<file path="src/rtl/dmem_mmio.sv">
// Data memory with single-cycle combinational loads: word RAM plus an MMIO window holding
// LED, free-running cycle counter, byte TX FIFO and sticky STATUS. Optional: DMEM_MISALIGN_TRAP_EN.
module dmem_mmio #(
  parameter int unsigned RAM_WORDS = 64,
  parameter int unsigned TX_DEPTH  = 4,
  parameter logic [31:0] MMIO_BASE = 32'hFFFF_0000
) (
  input  logic        clk,
  input  logic        rst,
  input  logic        dmem_we,
  input  logic [31:0] dmem_addr,
  input  logic [31:0] dmem_wdata,
  output logic [31:0] dmem_rdata,
  output logic [7:0]  led,
  output logic        tx_valid,
  output logic [7:0]  tx_data,
  input  logic        tx_ready,
  output logic        fault
);

  localparam int unsigned AW = $clog2(RAM_WORDS);
  localparam int unsigned PW = $clog2(TX_DEPTH);
  localparam int unsigned CW = $clog2(TX_DEPTH + 1);
  localparam logic [31:0] RamBytes = 32'(RAM_WORDS * 4);
  localparam logic [CW-1:0] CountFull = CW'(TX_DEPTH);

`ifdef DMEM_MISALIGN_TRAP_EN
  localparam bit TrapEn = 1'b1;
`else
  localparam bit TrapEn = 1'b0;
`endif

  // State
  logic [31:0]   ram_q [RAM_WORDS];
  logic [7:0]    fifo_q [TX_DEPTH];
  logic [7:0]    led_q, led_d;
  logic [31:0]   cycle_q, cycle_d;
  logic [PW-1:0] rd_ptr_q, rd_ptr_d, wr_ptr_q, wr_ptr_d;
  logic [CW-1:0] count_q, count_d;
  logic          overflow_q, overflow_d;
  logic          fault_q, fault_d;

  // Decode
  logic [31:0]   word_addr;
  logic          misalign;
  logic          ram_hit, led_hit, cycle_hit, txd_hit, status_hit, unmapped;
  logic          wr_ok;
  logic [AW-1:0] ram_idx;

  // FIFO control
  logic          empty, full, push_req, push, pop, overflow_set, fault_set;
  logic [7:0]    count8;

  always_comb begin
    word_addr  = {dmem_addr[31:2], 2'b00};
    misalign   = TrapEn & (|dmem_addr[1:0]);
    ram_hit    = (dmem_addr < RamBytes);
    led_hit    = (word_addr == MMIO_BASE);
    cycle_hit  = (word_addr == MMIO_BASE + 32'h4);
    txd_hit    = (word_addr == MMIO_BASE + 32'h8);
    status_hit = (word_addr == MMIO_BASE + 32'hC);
    unmapped   = ~(ram_hit | led_hit | cycle_hit | txd_hit | status_hit);
    wr_ok      = dmem_we & ~misalign;
    ram_idx    = dmem_addr[AW+1:2];
  end

  always_comb begin
    empty        = (count_q == '0);
    full         = (count_q == CountFull);
    count8       = 8'(count_q);
    pop          = ~empty & tx_ready;
    push_req     = wr_ok & txd_hit;
    // A simultaneous pop frees the slot, so a push into a full FIFO still lands.
    push         = push_req & (~full | pop);
    overflow_set = push_req & full & ~pop;
    fault_set    = (dmem_we & unmapped) | misalign;
  end

  always_comb begin
    led_d = led_q;
    if (wr_ok && led_hit) led_d = dmem_wdata[7:0];

    cycle_d = (wr_ok && cycle_hit) ? dmem_wdata : cycle_q + 32'd1;

    rd_ptr_d = pop  ? rd_ptr_q + PW'(1) : rd_ptr_q;
    wr_ptr_d = push ? wr_ptr_q + PW'(1) : wr_ptr_q;
    count_d  = count_q;
    if (push && !pop)      count_d = count_q + CW'(1);
    else if (pop && !push) count_d = count_q - CW'(1);

    // Set wins over a same-cycle write-1-to-clear.
    overflow_d = overflow_set |
                 (overflow_q & ~(wr_ok & status_hit & dmem_wdata[2]));
    fault_d    = fault_set |
                 (fault_q & ~(wr_ok & status_hit & dmem_wdata[3]));
  end

  always_ff @(posedge clk) begin
    if (rst) begin
      led_q      <= '0;
      cycle_q    <= '0;
      rd_ptr_q   <= '0;
      wr_ptr_q   <= '0;
      count_q    <= '0;
      overflow_q <= 1'b0;
      fault_q    <= 1'b0;
    end else begin
      led_q      <= led_d;
      cycle_q    <= cycle_d;
      rd_ptr_q   <= rd_ptr_d;
      wr_ptr_q   <= wr_ptr_d;
      count_q    <= count_d;
      overflow_q <= overflow_d;
      fault_q    <= fault_d;
    end
  end

  // Storage arrays are never reset; reset still blocks same-cycle writes into them.
  always_ff @(posedge clk) begin
    if (!rst && wr_ok && ram_hit) ram_q[ram_idx] <= dmem_wdata;
  end

  always_ff @(posedge clk) begin
    if (!rst && push) fifo_q[wr_ptr_q] <= dmem_wdata[7:0];
  end

  always_comb begin
    dmem_rdata = '0;
    if (misalign)        dmem_rdata = '0;
    else if (ram_hit)    dmem_rdata = ram_q[ram_idx];
    else if (led_hit)    dmem_rdata = {24'b0, led_q};
    else if (cycle_hit)  dmem_rdata = cycle_q;
    else if (status_hit) dmem_rdata = {16'b0, count8, 4'b0, fault_q, overflow_q, full, empty};
  end

  assign led      = led_q;
  assign tx_valid = ~empty;
  assign tx_data  = fifo_q[rd_ptr_q];
  assign fault    = fault_q;

endmodule
</file>
<file path="config.mk">
export PLATFORM = sky130hd
export DESIGN_NAME = dmem_mmio
export DESIGN_NICKNAME = d
export VERILOG_FILES = /design/src/rtl/dmem_mmio.sv
export SDC_FILE = /design/constraint.sdc
export NUM_CORES = 2
export LEC_CHECK = 0
export ABC_AREA = 0
export CORE_UTILIZATION = 60
export CTS_CLUSTER_DIAMETER = 80
export CTS_CLUSTER_SIZE = 8
export DETAILED_ROUTE_END_ITERATION = 16
export PLACE_DENSITY_LB_ADDON = 0.12
export SYNTH_ARGS = -nofsm -noshare
export SYNTH_HDL_FRONTEND = slang
export SYNTH_SLANG_ARGS = --single-unit
</file>
<file path="constraint.sdc">
create_clock -name clk -period 3.9 [get_ports clk]
set_input_delay 0.39 -clock clk [delete_from_list [all_inputs] [get_ports clk]]
set_output_delay 0.39 -clock clk [all_outputs]
set_load 0.005 [all_outputs]
</file>
* Yosys cells after proc, flatten, opt, wreduce, memory -nomap -nowiden
Memories as Yosys holds them, arrays and structs flattened. A register that Yosys moved wholly into a read port is not among the register bits.
Cells that the tools add are included.
** Storage, ports and cells
- Bits in latches :: 0
- Memories :: 2
- ROM bits :: 0
- Register bits :: 49
- Output and inout port bits :: 50
- Logic and storage cells :: 69
- Memory bits (writable) :: 2080
** Operators by class
- $lt $le $gt $ge :: 1
- Multipliers :: 0
- Reductions and logical operators :: 12
- Bitwise gates (word level) :: 24
- Divide/modulo/power cells :: 0
- Add/sub/neg operators :: 5
- Equality and inequality tests :: 5
- Muxes and demuxes :: 13
- Shift operators :: 0
** Memory list
- ram_q :: words 64, width 32, rd ports 1, clocked after Yosys merged registers in 0, wr ports 1, RTL line 34 : logic [31:0] ram_q [RAM_WORDS];
- fifo_q :: words 4, width 8, rd ports 1, clocked after Yosys merged registers in 1, wr ports 1, RTL line 35 : logic [7:0] fifo_q [TX_DEPTH];
** Operators by type and width (number)
- two-way mux 32 bit :: 4
- == test 30 bit (second input constant) :: 4
- adder 32 x 1 -> 32 bit (second input constant) :: 1
- less-than comparator 32 x 9 -> 1 bit (second input constant) :: 1
- AND 1 bit :: 11
- two-way mux 11 bit :: 1
- logical AND 1 bit :: 7
- bitwise OR 1 bit :: 7
- two-way mux 3 bit :: 2
- NOT 1 bit :: 6
- adder 2 x 1 -> 2 bit (second input constant) :: 2
- two-way mux 1 bit :: 4
- two-way mux 2 bit :: 2
- adder 3 x 1 -> 3 bit (second input constant) :: 1
- == test 3 bit (second input constant) :: 1
- logical NOT 1 bit :: 3
- logical NOT 3 bit :: 1
- subtractor 3 x 1 -> 3 bit (second input constant) :: 1
- nonzero test 2 bit :: 1

* Logic depth before layout (Yosys ltp)
- Depth after elaboration :: 9
- Depth in mapped cells :: 14
- Mapped depth without buffers :: 11

* Least setup slack after synthesis
OpenSTA, ideal clock, no wires.
- Path kind :: input port to flip-flop
- Start point :: input dmem_addr[11]
- End point :: memory ram_q[0][0] (enable)
- Slack :: 358 ps
- Path buffers :: 1
- Cell stages on the path :: 7
- Data arrival time :: 3121 ps
- Data required time :: 3479 ps
- Cell sequence :: nor4_1 -> nand2_1 -> or2_1 -> clkbuf_1 -> nor2_1 -> nand2_1 -> nor2_1
** Between the ends
- Cells in the longest elaborated chain, start to end :: 4
** Ends and longest elaborated chain
- start, declared :: RTL line 11 : input logic [31:0] dmem_addr,
- less-than comparator 32 x 9 -> 1 bit :: RTL line 57 : ram_hit = (dmem_addr < RamBytes);
- logical AND 1 bit :: RTL line 120 : if (!rst && wr_ok && ram_hit) ram_q[ram_idx] <= dmem_wdata;
- two-way mux 1 bit :: RTL line 120
- two-way mux 1 bit (implied by the code) :: RTL line 120
- end, declared :: RTL line 34
No other way between the ends.

* Worst setup path in the final report
- Start point :: memory ram_q[47][15]
- End point :: output dmem_rdata[15]
** Between the ends
- Cells in the longest elaborated chain, start to end :: 2
** Ends and longest elaborated chain
- memory (64 x 32 bit)
- two-way mux 32 bit :: RTL line 130 : else if (ram_hit) dmem_rdata = ram_q[ram_idx];
- end, declared :: RTL line 13 : output logic [31:0] dmem_rdata,
No other way between the ends.

==> impl_results.md <==
* Nets at 5,575
* Initial Utilization at 0.604
* Hold_ws at 0.0618 ns
* Hold depth at 1
* Final Non-Filler Cells at 7,347
* CTS tree: built
* H-tree depth at 5
* Final Skew at 0.0286 ns
* Share of layout cells above drive strength 1 at 0.269
* Top cell type's share of synthesized area at 0.752
* PD cells at 514 nW/um^2
* Port buffer count at 115
* Final core utilization at 0.736
* Clock-pin slew of the registers on the worst-case setup and hold paths at 0.05 ns
* Setup crit start kind: flip-flop
* Cell variety after synth at 75
* Clock sinks at 2,131
* Vias at 53,143
* RSZ-0062 raised after global routing: yes
* Register area share after synthesis at 0.764
* Failing checks: setup timing
* Worst reg2reg path startpoint: cycle_q[2]$_SDFF_PP0_
* Adder-cell share of the synthesized area at 0.00114
* #FFs+latches synth at 2,131
* Final number of hold-violating endpoints at 0
* CORE AREA at 137,000 um^2
* Tmin final at 3.98 ns
* Crit-path max FO at 1
* Max Freq at 251 MHz
* Dpl cell area at 92,200 um^2
* Setup ws final at -0.0811 ns
* Syn Nets at 4,794
* Die Wd at 374 um
* Worst VDD drop at 509 uV
* Int Pwr at 40,800 uW
* WS Path Type: reg2out
* Reg2reg end: cycle_q[25]$_SDFF_PP0_
* DR top layer: met5
* DR DRC count at 0
* Setup_tns at -0.164 ns
* Seq pwr share at 0.484
* Clk pwr share at 0.453
* Maxcap violations at 0
* CTS root buf: clkbuf_16
* Drt wl/cell at 37.8 um
* First-pass GRT wire length at 385 mm
* Fillers at 8,075
* Final setup fails at 5
* Hold Crit Start: dmem_wdata[11]
* Site row count at 136
* CP arrival at 3.59 ns
* Post-DRT Antenna Nets at 0
* Mapped cell area at 83,100 um^2
* Critical Path Source: ram_q[47][15]$_DFFE_PP_
* Detailed-placement wirelength estimate at 174 mm
* Total grt overflow at 0
* Mapped Cells at 4,719
* Status: finished with violations
* Via count of the first global-routing pass at 51,090
* CP Capture Type: primary output
* R2R cell count at 6
* Synth warn at 0
* Post-synth EDFFs at 2,080
* Synth top area cells: edfxtp_1, mux2i_1, mux4_2
* Boundary pin count at 118
* DR pass1 iterations at 10
* Flop2flop setup slack at 1.40 ns
* Worst Hold Class: in2reg
* Crit share post-route at 1.02
* DR WL met3 at 41.7 mm
* Top_reg_cell synth: edfxtp_1
* Met1 WL at 99.1 mm
* Hold Path Sink: ram_q[37][11]$_DFFE_PP_
* Largest family of logic cells by synthesized area: compound AO/OA/AOI/OAI gates
* Synth Area in Compound Gates at 0.0909
* Logic pwr share at 0.063
* Area grow syn2layout at 21.8%
* CTS buffer count at 316
* Syn Area/Cell at 17.6 um^2
* Placer Congestion at 0.979
* Final Cell Area at 101,000 um^2
* Pin count of the biggest net entering global routing at 66
* Chip height at 374 um
* WP data required at 3.51 ns
* Post-synth top cells: edfxtp_1, mux2i_1, nor2_1
* Leakage at 0.0340 uW
* Worst slew margin at 0.176
* Synth Area in Simple Gates at 0.0315
* Initial antenna violation count at 20
* FFs w/ async S/R, synth at 0
* Routed length on met2 at 122 mm
* Cells after DPL at 6,976
* Max-slew violation count at 0
* Detailed Route Iter0 Violations at 9,746
* Synth area leader: edfxtp_1
* Post-synthesis mux area share at 0.0877
* XOR/XNOR Fraction of Synth Area at 0.00369
* Most frequent cell after synthesis: edfxtp_1
* Tightest Pin Transition at 1.24 ns
* Tot GR Track Use at 0.396
* Maximum buffer depth of the clock tree at 4
* Worst-Skew Late Latency at 0.92 ns
* Die area at 140,000 um^2
* Switching power of the nets at 11,200 uW
* Final wirelength at 278 mm
* Sw frac at 0.215
* DR vias/cell at 7.23
worst max path at each step:
stage / to / slack (ns) / cells after the start
CTS: dmem_rdata[5] / 0.001 / 9
global placement: dmem_rdata[22] / -0.63 / 14
detailed placement: dmem_rdata[22] / -0.64 / 14
finish: dmem_rdata[15] / -0.08 / 8
floorplan: ram_q[0][0]$_DFFE_PP_ / 0.36 / 7
global route: dmem_rdata[27] / -0.06 / 9
stage by stage:
| stage | setup slack [ns] | power [uW] |
|---|---|---|
| 6_report | -0.0811 | 52000 |
| 2_1_floorplan | 0.358 | 26800 |
| 3_3_place_gp | -0.627 | 28600 |
| 4_1_cts | 0.00148 | 51900 |
| 5_1_grt | -0.0581 | 53000 |
| 3_5_place_dp | -0.637 | 28600 |
registers in the layout, summed over array words and instances (netlist names), 2 cells and up, named ones only:
signal,flops
wr_ptr_q,2
count_q,3
led,8
cycle_q,32
rd_ptr_q,2
fifo_q,32
ram_q,2048
worst max-delay path: stages, from the launching register on:
cell       delay (ns)
edfxtp_1         0.39
a221oi_1         0.30
nor2_1           0.14
o21ai_0          0.37
buf_4            0.18
o21ai_0          0.20
a2111oi_4        0.73
o21ai_2          0.19
buf_2            0.17
cells by family (layout without fill, tap and decap cells):
group,after synthesis,count (layout)
other,0,6
adder cells (fa/ha/maj),7,7
AND/OR/NAND/NOR,581,581
AO/OA/AOI/OAI,1063,1063
multiplexers,573,573
buffers and inverters,329,1157
XOR/XNOR,35,35
flip-flops,2131,2131
cell type report:
class	count	area, um^2	area share
Inverter	7	36.3	0.000359
Clock buffer	357	8190	0.0809
Multi-Input combinational cell	2259	19100	0.189
Sequential cell	2131	63500	0.627
Antenna cell	6	15.0	0.000148
Tap cell	1794	2240	0.0222
Timing Repair Buffer	785	8020	0.0792
Clock inverter	8	76.3	0.000754
metal layers:
layer,track usage,up-vias
li1,-,20800
met3,0.124,883
met4,0.178,18
met1,0.547,26726
met5,0,-
met2,0.580,4716
what timing repair did:
action | CTS | global route
gates resized for setup | 126 | 52
setup buffers | 1 | 0
hold endpoints to repair | 12 | 0
hold buffers | 1 | 0
setup endpoints to repair | 28 | 26
pin swaps | 22 | 23
gates cloned | 1 | 0
placed cells by master, fill, tap and decap left out, types with 10 or more instances in the layout:
cell	netlist	final
edfxtp_1	2080	2080
buf_4	40	511
clkbuf_16	0	322
mux2i_1	324	318
a221oi_1	224	207
nor2_1	277	206
a21oi_1	179	168
buf_12	0	152
a22oi_1	158	151
nand2_1	147	142
mux2_2	138	138
o21ai_0	155	132
mux4_2	110	110
o22ai_1	111	105
nor2_4	0	69
a22o_1	64	63
clkdlybuf4s50_1	0	56
dfxtp_1	51	51
a221o_1	36	36
a211oi_1	37	35
clkbuf_1	112	35
buf_2	115	34
nand3_1	27	26
o221ai_1	22	20
xnor2_1	20	20
a221oi_2	1	18
o21ai_1	4	17
xor2_1	15	15
nand4_1	13	13
nor3_1	19	13
o22a_1	16	13
dlygate4sd2_1	0	13
a31oi_1	12	12
and2_1	14	11
o2bb2ai_1	11	11
o21ai_2	0	10
power by group through the flow:
stage	Sequential (uW)	Clock [uW]	Combinational, uW
2_1_floorplan	25600	0	1210
3_3_place_gp	25600	0	2980
3_5_place_dp	25600	0	3010
4_1_cts	25200	23600	3110
5_1_grt	25200	24500	3310
6_report	25200	23500	3260
No activity file was read; power rests on OpenSTA's default activity.
